**src/rtl/fft_dif_bf_stream.sv**
```systemverilog
// Streaming radix-2 DIF butterfly stage: A = a+b, B = (a-b)*W, 3-cycle pipeline with valid/ready.
// Build option FFT_BF_SAT_EN: clamp B components to DW+1 bits and flag ovf_o (default: wrap).
module fft_dif_bf_stream #(
    parameter int DW    = 25,
    parameter int TW    = 18,
    parameter int N     = 8,
    parameter int STAGE = 0
) (
    input  logic                clk_i,
    input  logic                rst_ni,
    input  logic                in_valid_i,
    output logic                in_ready_o,
    input  logic                in_first_i,
    input  logic [2*DW-1:0]     in_a_i,
    input  logic [2*DW-1:0]     in_b_i,
    output logic                out_valid_o,
    input  logic                out_ready_i,
    output logic                out_first_o,
    output logic [2*(DW+1)-1:0] out_a_o,
    output logic [2*(DW+1)-1:0] out_b_o,
    output logic                frame_err_o,
    output logic                ovf_o
);
    localparam int  KW = (N > 2) ? $clog2(N / 2) : 1;
    localparam int  PW = DW + TW + 1;
    localparam int  QW = PW + 1;
    localparam int  RW = QW - (TW - 2);
    localparam int  TM = N >> (STAGE + 1);
    localparam real PI = 3.14159265358979323846;
    localparam logic signed [QW-1:0] RND = QW'(longint'(1) << (TW - 3));

    if ((N < 2) || ((N & (N - 1)) != 0)) begin : g_bad_n
        $error("fft_dif_bf_stream: N=%0d must be a power of two >= 2", N);
    end
    if ((STAGE < 0) || (STAGE >= $clog2(N))) begin : g_bad_stage
        $error("fft_dif_bf_stream: STAGE=%0d out of range for N=%0d", STAGE, N);
    end

    // Round-to-nearest (ties away from zero) into signed Q2.(TW-2).
    function automatic logic signed [TW-1:0] tw_round(input real v);
        real    s;
        integer q;
        s = v * (2.0 ** (TW - 2));
        if (s >= 0.0) q = $rtoi(s + 0.5);
        else          q = -$rtoi(0.5 - s);
        return TW'(q);
    endfunction

    logic signed [TW-1:0] rom_re [N/2];
    logic signed [TW-1:0] rom_im [N/2];

    genvar gi;
    for (gi = 0; gi < N / 2; gi++) begin : g_rom
        localparam logic signed [TW-1:0] WR = tw_round($cos(2.0 * PI * gi / N));
        localparam logic signed [TW-1:0] WI = tw_round(-$sin(2.0 * PI * gi / N));
        assign rom_re[gi] = WR;
        assign rom_im[gi] = WI;
    end

    logic                 en;
    logic                 hs;
    logic [KW-1:0]        k_reg;
    logic [KW-1:0]        k_use;
    logic [KW-1:0]        k_next;
    logic [KW-1:0]        m_idx;
    logic signed [DW-1:0] a_re, a_im, b_re, b_im;

    assign en          = out_ready_i | ~out_valid_o;
    assign in_ready_o  = en & rst_ni;
    assign hs          = in_valid_i & in_ready_o;
    assign a_re        = in_a_i[2*DW-1:DW];
    assign a_im        = in_a_i[DW-1:0];
    assign b_re        = in_b_i[2*DW-1:DW];
    assign b_im        = in_b_i[DW-1:0];

    // A frame start restarts the twiddle sequence at k=0 regardless of alignment.
    assign k_use       = in_first_i ? '0 : k_reg;
    assign k_next      = (k_use == KW'(N / 2 - 1)) ? '0 : k_use + 1'b1;
    assign m_idx       = KW'((k_use & KW'(TM - 1)) << STAGE);
    assign frame_err_o = hs & in_first_i & (k_reg != '0);

    always_ff @(posedge clk_i or negedge rst_ni) begin
        if (!rst_ni)
            k_reg <= '0;
        else if (hs)
            k_reg <= k_next;
    end

    logic                 s1_valid_reg, s1_first_reg;
    logic signed [DW:0]   s1_sum_re_reg, s1_sum_im_reg, s1_diff_re_reg, s1_diff_im_reg;
    logic signed [TW-1:0] s1_w_re_reg, s1_w_im_reg;
    logic                 s2_valid_reg, s2_first_reg;
    logic signed [DW:0]   s2_sum_re_reg, s2_sum_im_reg;
    logic signed [PW-1:0] s2_rr_reg, s2_ii_reg, s2_ri_reg, s2_ir_reg;
    logic                 out_valid_reg, out_first_reg, ovf_reg;
    logic [2*DW+1:0]      out_a_reg, out_b_reg;

    logic signed [QW-1:0] p_re, p_im;
    logic [DW:0]          b_re_red, b_im_red;
    logic                 ovf_beat;

    assign p_re = QW'(s2_rr_reg) - QW'(s2_ii_reg);
    assign p_im = QW'(s2_ri_reg) + QW'(s2_ir_reg);

`ifdef FFT_BF_SAT_EN
    localparam logic signed [RW-1:0] B_MAX = RW'((longint'(1) << DW) - 1);
    localparam logic signed [RW-1:0] B_MIN = RW'(-(longint'(1) << DW));
    logic signed [RW-1:0] r_re, r_im;
    logic                 ovf_re, ovf_im;

    assign r_re     = RW'((p_re + RND) >>> (TW - 2));
    assign r_im     = RW'((p_im + RND) >>> (TW - 2));
    assign ovf_re   = (r_re > B_MAX) || (r_re < B_MIN);
    assign ovf_im   = (r_im > B_MAX) || (r_im < B_MIN);
    assign b_re_red = (r_re > B_MAX) ? B_MAX[DW:0] : ((r_re < B_MIN) ? B_MIN[DW:0] : r_re[DW:0]);
    assign b_im_red = (r_im > B_MAX) ? B_MAX[DW:0] : ((r_im < B_MIN) ? B_MIN[DW:0] : r_im[DW:0]);
    assign ovf_beat = ovf_re | ovf_im;
`else
    // Wrap: keep only the low DW+1 bits of the rounded result.
    assign b_re_red = (DW+1)'((p_re + RND) >>> (TW - 2));
    assign b_im_red = (DW+1)'((p_im + RND) >>> (TW - 2));
    assign ovf_beat = 1'b0;
`endif

    always_ff @(posedge clk_i or negedge rst_ni) begin
        if (!rst_ni) begin
            s1_valid_reg   <= 1'b0;
            s1_first_reg   <= 1'b0;
            s1_sum_re_reg  <= '0;
            s1_sum_im_reg  <= '0;
            s1_diff_re_reg <= '0;
            s1_diff_im_reg <= '0;
            s1_w_re_reg    <= '0;
            s1_w_im_reg    <= '0;
            s2_valid_reg   <= 1'b0;
            s2_first_reg   <= 1'b0;
            s2_sum_re_reg  <= '0;
            s2_sum_im_reg  <= '0;
            s2_rr_reg      <= '0;
            s2_ii_reg      <= '0;
            s2_ri_reg      <= '0;
            s2_ir_reg      <= '0;
            out_valid_reg  <= 1'b0;
            out_first_reg  <= 1'b0;
            out_a_reg      <= '0;
            out_b_reg      <= '0;
            ovf_reg        <= 1'b0;
        end else if (en) begin
            s1_valid_reg   <= hs;
            s1_first_reg   <= in_first_i;
            s1_sum_re_reg  <= (DW+1)'(a_re) + (DW+1)'(b_re);
            s1_sum_im_reg  <= (DW+1)'(a_im) + (DW+1)'(b_im);
            s1_diff_re_reg <= (DW+1)'(a_re) - (DW+1)'(b_re);
            s1_diff_im_reg <= (DW+1)'(a_im) - (DW+1)'(b_im);
            s1_w_re_reg    <= rom_re[m_idx];
            s1_w_im_reg    <= rom_im[m_idx];

            s2_valid_reg   <= s1_valid_reg;
            s2_first_reg   <= s1_first_reg;
            s2_sum_re_reg  <= s1_sum_re_reg;
            s2_sum_im_reg  <= s1_sum_im_reg;
            s2_rr_reg      <= PW'(s1_diff_re_reg) * PW'(s1_w_re_reg);
            s2_ii_reg      <= PW'(s1_diff_im_reg) * PW'(s1_w_im_reg);
            s2_ri_reg      <= PW'(s1_diff_re_reg) * PW'(s1_w_im_reg);
            s2_ir_reg      <= PW'(s1_diff_im_reg) * PW'(s1_w_re_reg);

            out_valid_reg  <= s2_valid_reg;
            out_first_reg  <= s2_first_reg;
            out_a_reg      <= {s2_sum_re_reg, s2_sum_im_reg};
            out_b_reg      <= {b_re_red, b_im_red};
            ovf_reg        <= ovf_beat;
        end
    end

    assign out_valid_o = out_valid_reg;
    assign out_first_o = out_first_reg;
    assign out_a_o     = out_a_reg;
    assign out_b_o     = out_b_reg;
    assign ovf_o       = ovf_reg;

endmodule

```
**config.mk**
```make
export PLATFORM = sky130hd
export DESIGN_NAME = fft_dif_bf_stream
export DESIGN_NICKNAME = d
export VERILOG_FILES = /design/src/rtl/fft_dif_bf_stream.sv
export SDC_FILE = /design/constraint.sdc
export NUM_CORES = 2
export LEC_CHECK = 0
export ABC_CLOCK_PERIOD_IN_PS = 14000
export BUFFER_PORTS_ARGS = -buffer_cell sky130_fd_sc_hd__buf_2
export CAP_MARGIN = 5
export CORE_MARGIN = 2
export CORE_UTILIZATION = 60
export CTS_BUF_LIST = sky130_fd_sc_hd__clkbuf_8 sky130_fd_sc_hd__clkbuf_16
export DETAILED_ROUTE_END_ITERATION = 12
export MAX_ROUTING_LAYER = met4
export PLACE_DENSITY = 0.77
export SLEW_MARGIN = 20
export SYNTH_ARGS = -nofsm -noshare
export SYNTH_HDL_FRONTEND = slang
export SYNTH_SLANG_ARGS = --single-unit
```
**constraint.sdc**
```tcl
create_clock -name clk_i -period 14 [get_ports clk_i]
set_input_delay 2.8 -clock clk_i [delete_from_list [all_inputs] [get_ports clk_i]]
set_output_delay 2.8 -clock clk_i [all_outputs]
set_load 0.005 [all_outputs]
```
# Word-level counts from Yosys, hierarchy flattened
# Index checks and enable logic that the tools add are counted.
word_totals:
  regBits: 472
  in_bits: 105
  output_inout_bits: 109
  word_cells: 52
classes:
  n_addsub: 9
  mul: 4
  order_cmp: 1
  n_eq_ne: 1
  n_mux: 8
  n_bitwise: 7
  n_reduce_logical: 1
op_table:
  columns: ["cell", "n"]
  rows:
  - ["$mul A26 B18 Y42", 4]
  - ["$add A42 B17 Y42 const B", 2]
  - ["$bmux W18 S2", 2]
  - ["$mux W18", 4]
  - ["$add A25 B25 Y26", 2]
  - ["$sub A25 B25 Y26", 2]
  - ["$add A42 B42 Y42", 1]
  - ["$sub A42 B42 Y42", 1]
  - ["$and A1 B1 Y1", 4]
  - ["$mux W2", 2]
  - ["$ge A3 B3 Y1 const B", 1]
  - ["$not A2 Y3", 1]
  - ["$add A2 B1 Y2 const B", 1]
  - ["$eq A2 B2 Y1 const B", 1]
  - ["$reduce_bool A2 Y1", 1]
  - ["$not A1 Y1", 1]
  - ["$or A1 B1 Y1", 1]

# Longest topological paths before layout
depth:
  word_depth: 6
  depth_mapped: 29
  ltp_nobuf: 25

# Worst setup path before layout
# No wires, ideal clock.
synth_timing:
  path_type: "reg-to-reg"
  from: "reg s1_w_re_reg[14]"
  to: "reg s2_ir_reg[38]"
  setup_ns: 0.133
  arrival_time_ns: 7.062
  required_ns: 13.867
  path_slack_ns: 6.805
  stages_incl_launch_ff: 27
  n_path_buf: 3
  synth_period_minus_slack_ns: 7.195
  cell_sequence: "dfrtp_1 > clkbuf_1 > clkbuf_1 > clkbuf_1 > nand2_1 > fa_1 > inv_1 > fa_1 > inv_1 > fa_1 > inv_1 > fa_1 > fa_1 > inv_1 > fa_1 > inv_1 > ha_1 > a2111oi_0 > o21ai_0 > a221o_1 > a2111oi_0 > o21a_1 > nor2_1 > a211o_1 > a21oi_1 > xor2_1 > o21ai_0"
synth_between:
  elab_chain_cells: 1
synth_rtl:
  columns: ["element", "line_no", "rtl"]
  rows:
  - ["start: declaration", "91", "logic signed [TW-1:0] s1_w_re_reg, s1_w_im_reg;"]
  - ["start signal: assignment", "155", "s1_w_re_reg <= rom_re[m_idx];"]
  - ["$mul A26 B18 Y42", "165", "s2_ir_reg <= PW'(s1_diff_im_reg) * PW'(s1_w_re_reg);"]
  - ["end signal: assignment", "165", null]
  - ["end: declaration", "94", "logic signed [PW-1:0] s2_rr_reg, s2_ii_reg, s2_ri_reg, s2_ir_reg;"]
# Every way passes these cells.
# A chain may end at the register's enable or synchronous reset.

# Final worst setup path
layout_timing:
  from: "reg s1_w_re_reg[14]"
  to: "reg s2_rr_reg[40]"
layout_between:
  elab_chain_cells: 1
layout_rtl:
  columns: ["element", "line_no", "rtl"]
  rows:
  - ["$mul A26 B18 Y42", "162", "s2_rr_reg <= PW'(s1_diff_re_reg) * PW'(s1_w_re_reg);"]
  - ["end signal: assignment", "162", null]
  - ["end: declaration", "94", null]
# Every way passes these cells.

==> impl_metrics.json <==
{
  "hpwl_mm": 162,
  "synth_area_sq_um": 74500,
  "critPathLaunchType": "flip-flop",
  "seqCellArea_sq_um": 10900,
  "synth_warnings": 0,
  "timing.rr.start": "s1_w_re_reg[14]",
  "setup_violations": 0,
  "synth_common_cells": "2010 x inv_1, 1346 x fa_1, 895 x ha_1",
  "cts_resized": 0,
  "tightest_slew_ns": 1.07,
  "root_buffer": "clkbuf_16",
  "grt_pass1_wl_mm": 307,
  "cts_made_buffers": 54,
  "clkTransAtPathRegs_ns": 0.07,
  "drc": 0,
  "ys.flop_type": "dfrtp_1",
  "synthTopCellsByArea": "fa_1 36%, ha_1 15%, dfrtp_1 15%",
  "critical_path_arrival_ns": 9.03,
  "cp-end-kind": "flip-flop",
  "synth_edf_count": 0,
  "fin_skew_ns": 0.0689,
  "maxCapViolations": 0,
  "drive_gt1_share_pct": 4.74,
  "place_area_sq_um": 77200,
  "die_w_um": 356,
  "hp-class": "flip-flop to flip-flop",
  "slew_viol_final": 0,
  "grt_pass1_vias": 56200,
  "gp_congestion": 1.00,
  "synthCells": 7979,
  "grt_use_total_pct": 32.4,
  "postSynthRegisterBits": 437,
  "drtIter0Drc": 3730,
  "ys_types": 86,
  "yosysMostFrequentCell": "inv_1",
  "rows": 129,
  "max_freq_mhz": 118,
  "postCtsSetupBuffers": 0,
  "place_ws_ns": 5.59,
  "yosysSeqAreaShare_pct": 14.7,
  "grt_start_max_net_pins": 194,
  "detail_route.wirelength_mm": 192,
  "max_slew_margin_pct": 28.1,
  "fin_crit_ns": 8.49,
  "clock_path_buffers": 3,
  "synth_top_cell_area_share_pct": 36.2,
  "final_hold_viol_count": 0,
  "critPathLaunch": "s1_w_re_reg[14]",
  "die_area_sq_um": 127000,
  "vias_per_cell": 5.48,
  "die_y_um": 356,
  "fill_cells": 10300,
  "cts.sinks": 437,
  "wire_per_inst_um": 19.7,
  "postLayoutCoreUtil_pct": 64.0,
  "tns_ns": 0,
  "path_max_fanout": 56,
  "design_area_sq_um": 79100,
  "critPathKind": "flip-flop to flip-flop",
  "async_flop_share_pct": 100,
  "firstDrtPassIters": 6,
  "io_buffers": 212,
  "cts_tree": "built",
  "setup_slack_ns": 5.51,
  "min-delay-start": "s1_sum_im_reg[2]",
  "cts_max_level": 2,
  "ctsHoldBuffers": 0,
  "cp.required_ns": 14.54,
  "status": "completed",
  "multi_input_area_sq_um": 55300,
  "core-area_sq_um": 123000,
  "syn_to_final_growth_pct": 6.11,
  "pin_count": 214,
  "vias": 53500,
  "detail-route-antenna-nets": 0,
  "avgSynthCellArea_sq_um": 9.34,
  "finalCritPeriodShare_pct": 60.6,
  "initial_core_util_pct": 60.4,
  "rsz0062_at_grt": "no",
  "antenna_found_initial": 5,
  "nets": 10400,
  "synth_top_area_cell": "fa_1",
  "clk_latency_ns": 0.72,
  "grt.overflow.total": 0
}
-- cell usage in the layout (no fill, tap or decap), drive strengths merged, types with 9 or more instances in the layout --
master	n
dfrtp	437
nor2	314
nand2	818
clkbuf	64
a31oi	32
o22ai	16
and3	25
o31ai	42
xnor2	181
a21boi	9
nand4	25
fa	1346
nor4	10
a211o	11
a31o	10
a221oi	9
nor2b	123
o21bai	39
buf	245
nand3	62
a2111oi	9
or3	22
o21a	44
ha	895
a211oi	29
and2	127
a21oi	364
a21o	84
mux2i	12
o211ai	24
nor3	60
nand2b	66
o21ai	291
nor3b	9
xor2	103
inv	2026
clkinv	15
-- critical path, stage by stage (launching register included) --
cell and delay (ns):
dfrtp_2 0.35, buf_4 0.51, buf_4 0.65, nand2_1 0.49
inv_1 0.36, fa_1 0.44, inv_1 0.10, fa_1 0.42
fa_1 0.51, fa_1 0.55, inv_1 0.05, fa_1 0.48
inv_1 0.05, fa_1 0.48, inv_1 0.04, ha_1 0.29
inv_1 0.07, o31a_1 0.33, o311ai_1 0.59, nand4_1 0.25
a21oi_2 0.36, a2111oi_1 0.16, o41ai_1 0.45, xnor2_1 0.16
o21ai_0 0.08
-- area by class of cell --
type,count,area share [%]
repair buffers,245,1.72
flip-flops and latches,437,13.8
inverters,2012,9.55
well taps,1637,2.59
diodes,3,0.00949
clock buffers,64,1.88
clock inverters,35,0.464
multi-input cells,5336,69.9
-- kinds of logic after synthesis --
family          Yosys count  share of synthesized area, %
compound gates         1087                          9.01
xor+xnor                284                          3.34
fa+ha+maj              2241                          51.2
buf+inv                2208                          11.1
flops                   437                          14.7
mux                      17                         0.237
other cells               1                       0.00503
simple gates           1704                          10.4
-- per-stage QoR --
stage	instances	hold slack, ns
after floorplan	7981	0.430
after global placement	9667	0.447
after detailed placement	9667	0.450
after CTS	9766	0.446
after global routing	9768	0.470
final	9769	0.451
-- worst paths after layout --
kind                       slack (ns)  cells past startpoint                end
setup / recovery                 5.51                     24      s2_rr_reg[40]
hold / removal                   0.45                      2   s2_sum_im_reg[2]
setup reg to reg                 5.51                     24      s2_rr_reg[40]
hold reg to reg                  0.45                      2   s2_sum_im_reg[2]
max in group asynchronous        9.38                      4  s1_sum_im_reg[25]
min in group asynchronous        1.99                      1        out_b_o[27]
-- routing by layer --
metal / track usage [%] / vias to the layer above / routed length [um]
met1: 42.3 / 26900 / 79600
li1: - / 24700 / -
met4: 11.6 / 0 / 8250
met3: 7.80 / 297 / 15700
met5: - / - / 0
met2: 49.6 / 1596 / 88900
Power is left out: the tool's default activity adds up to more than one toggle a clock period on the data nets, which glitch-free logic cannot reach.
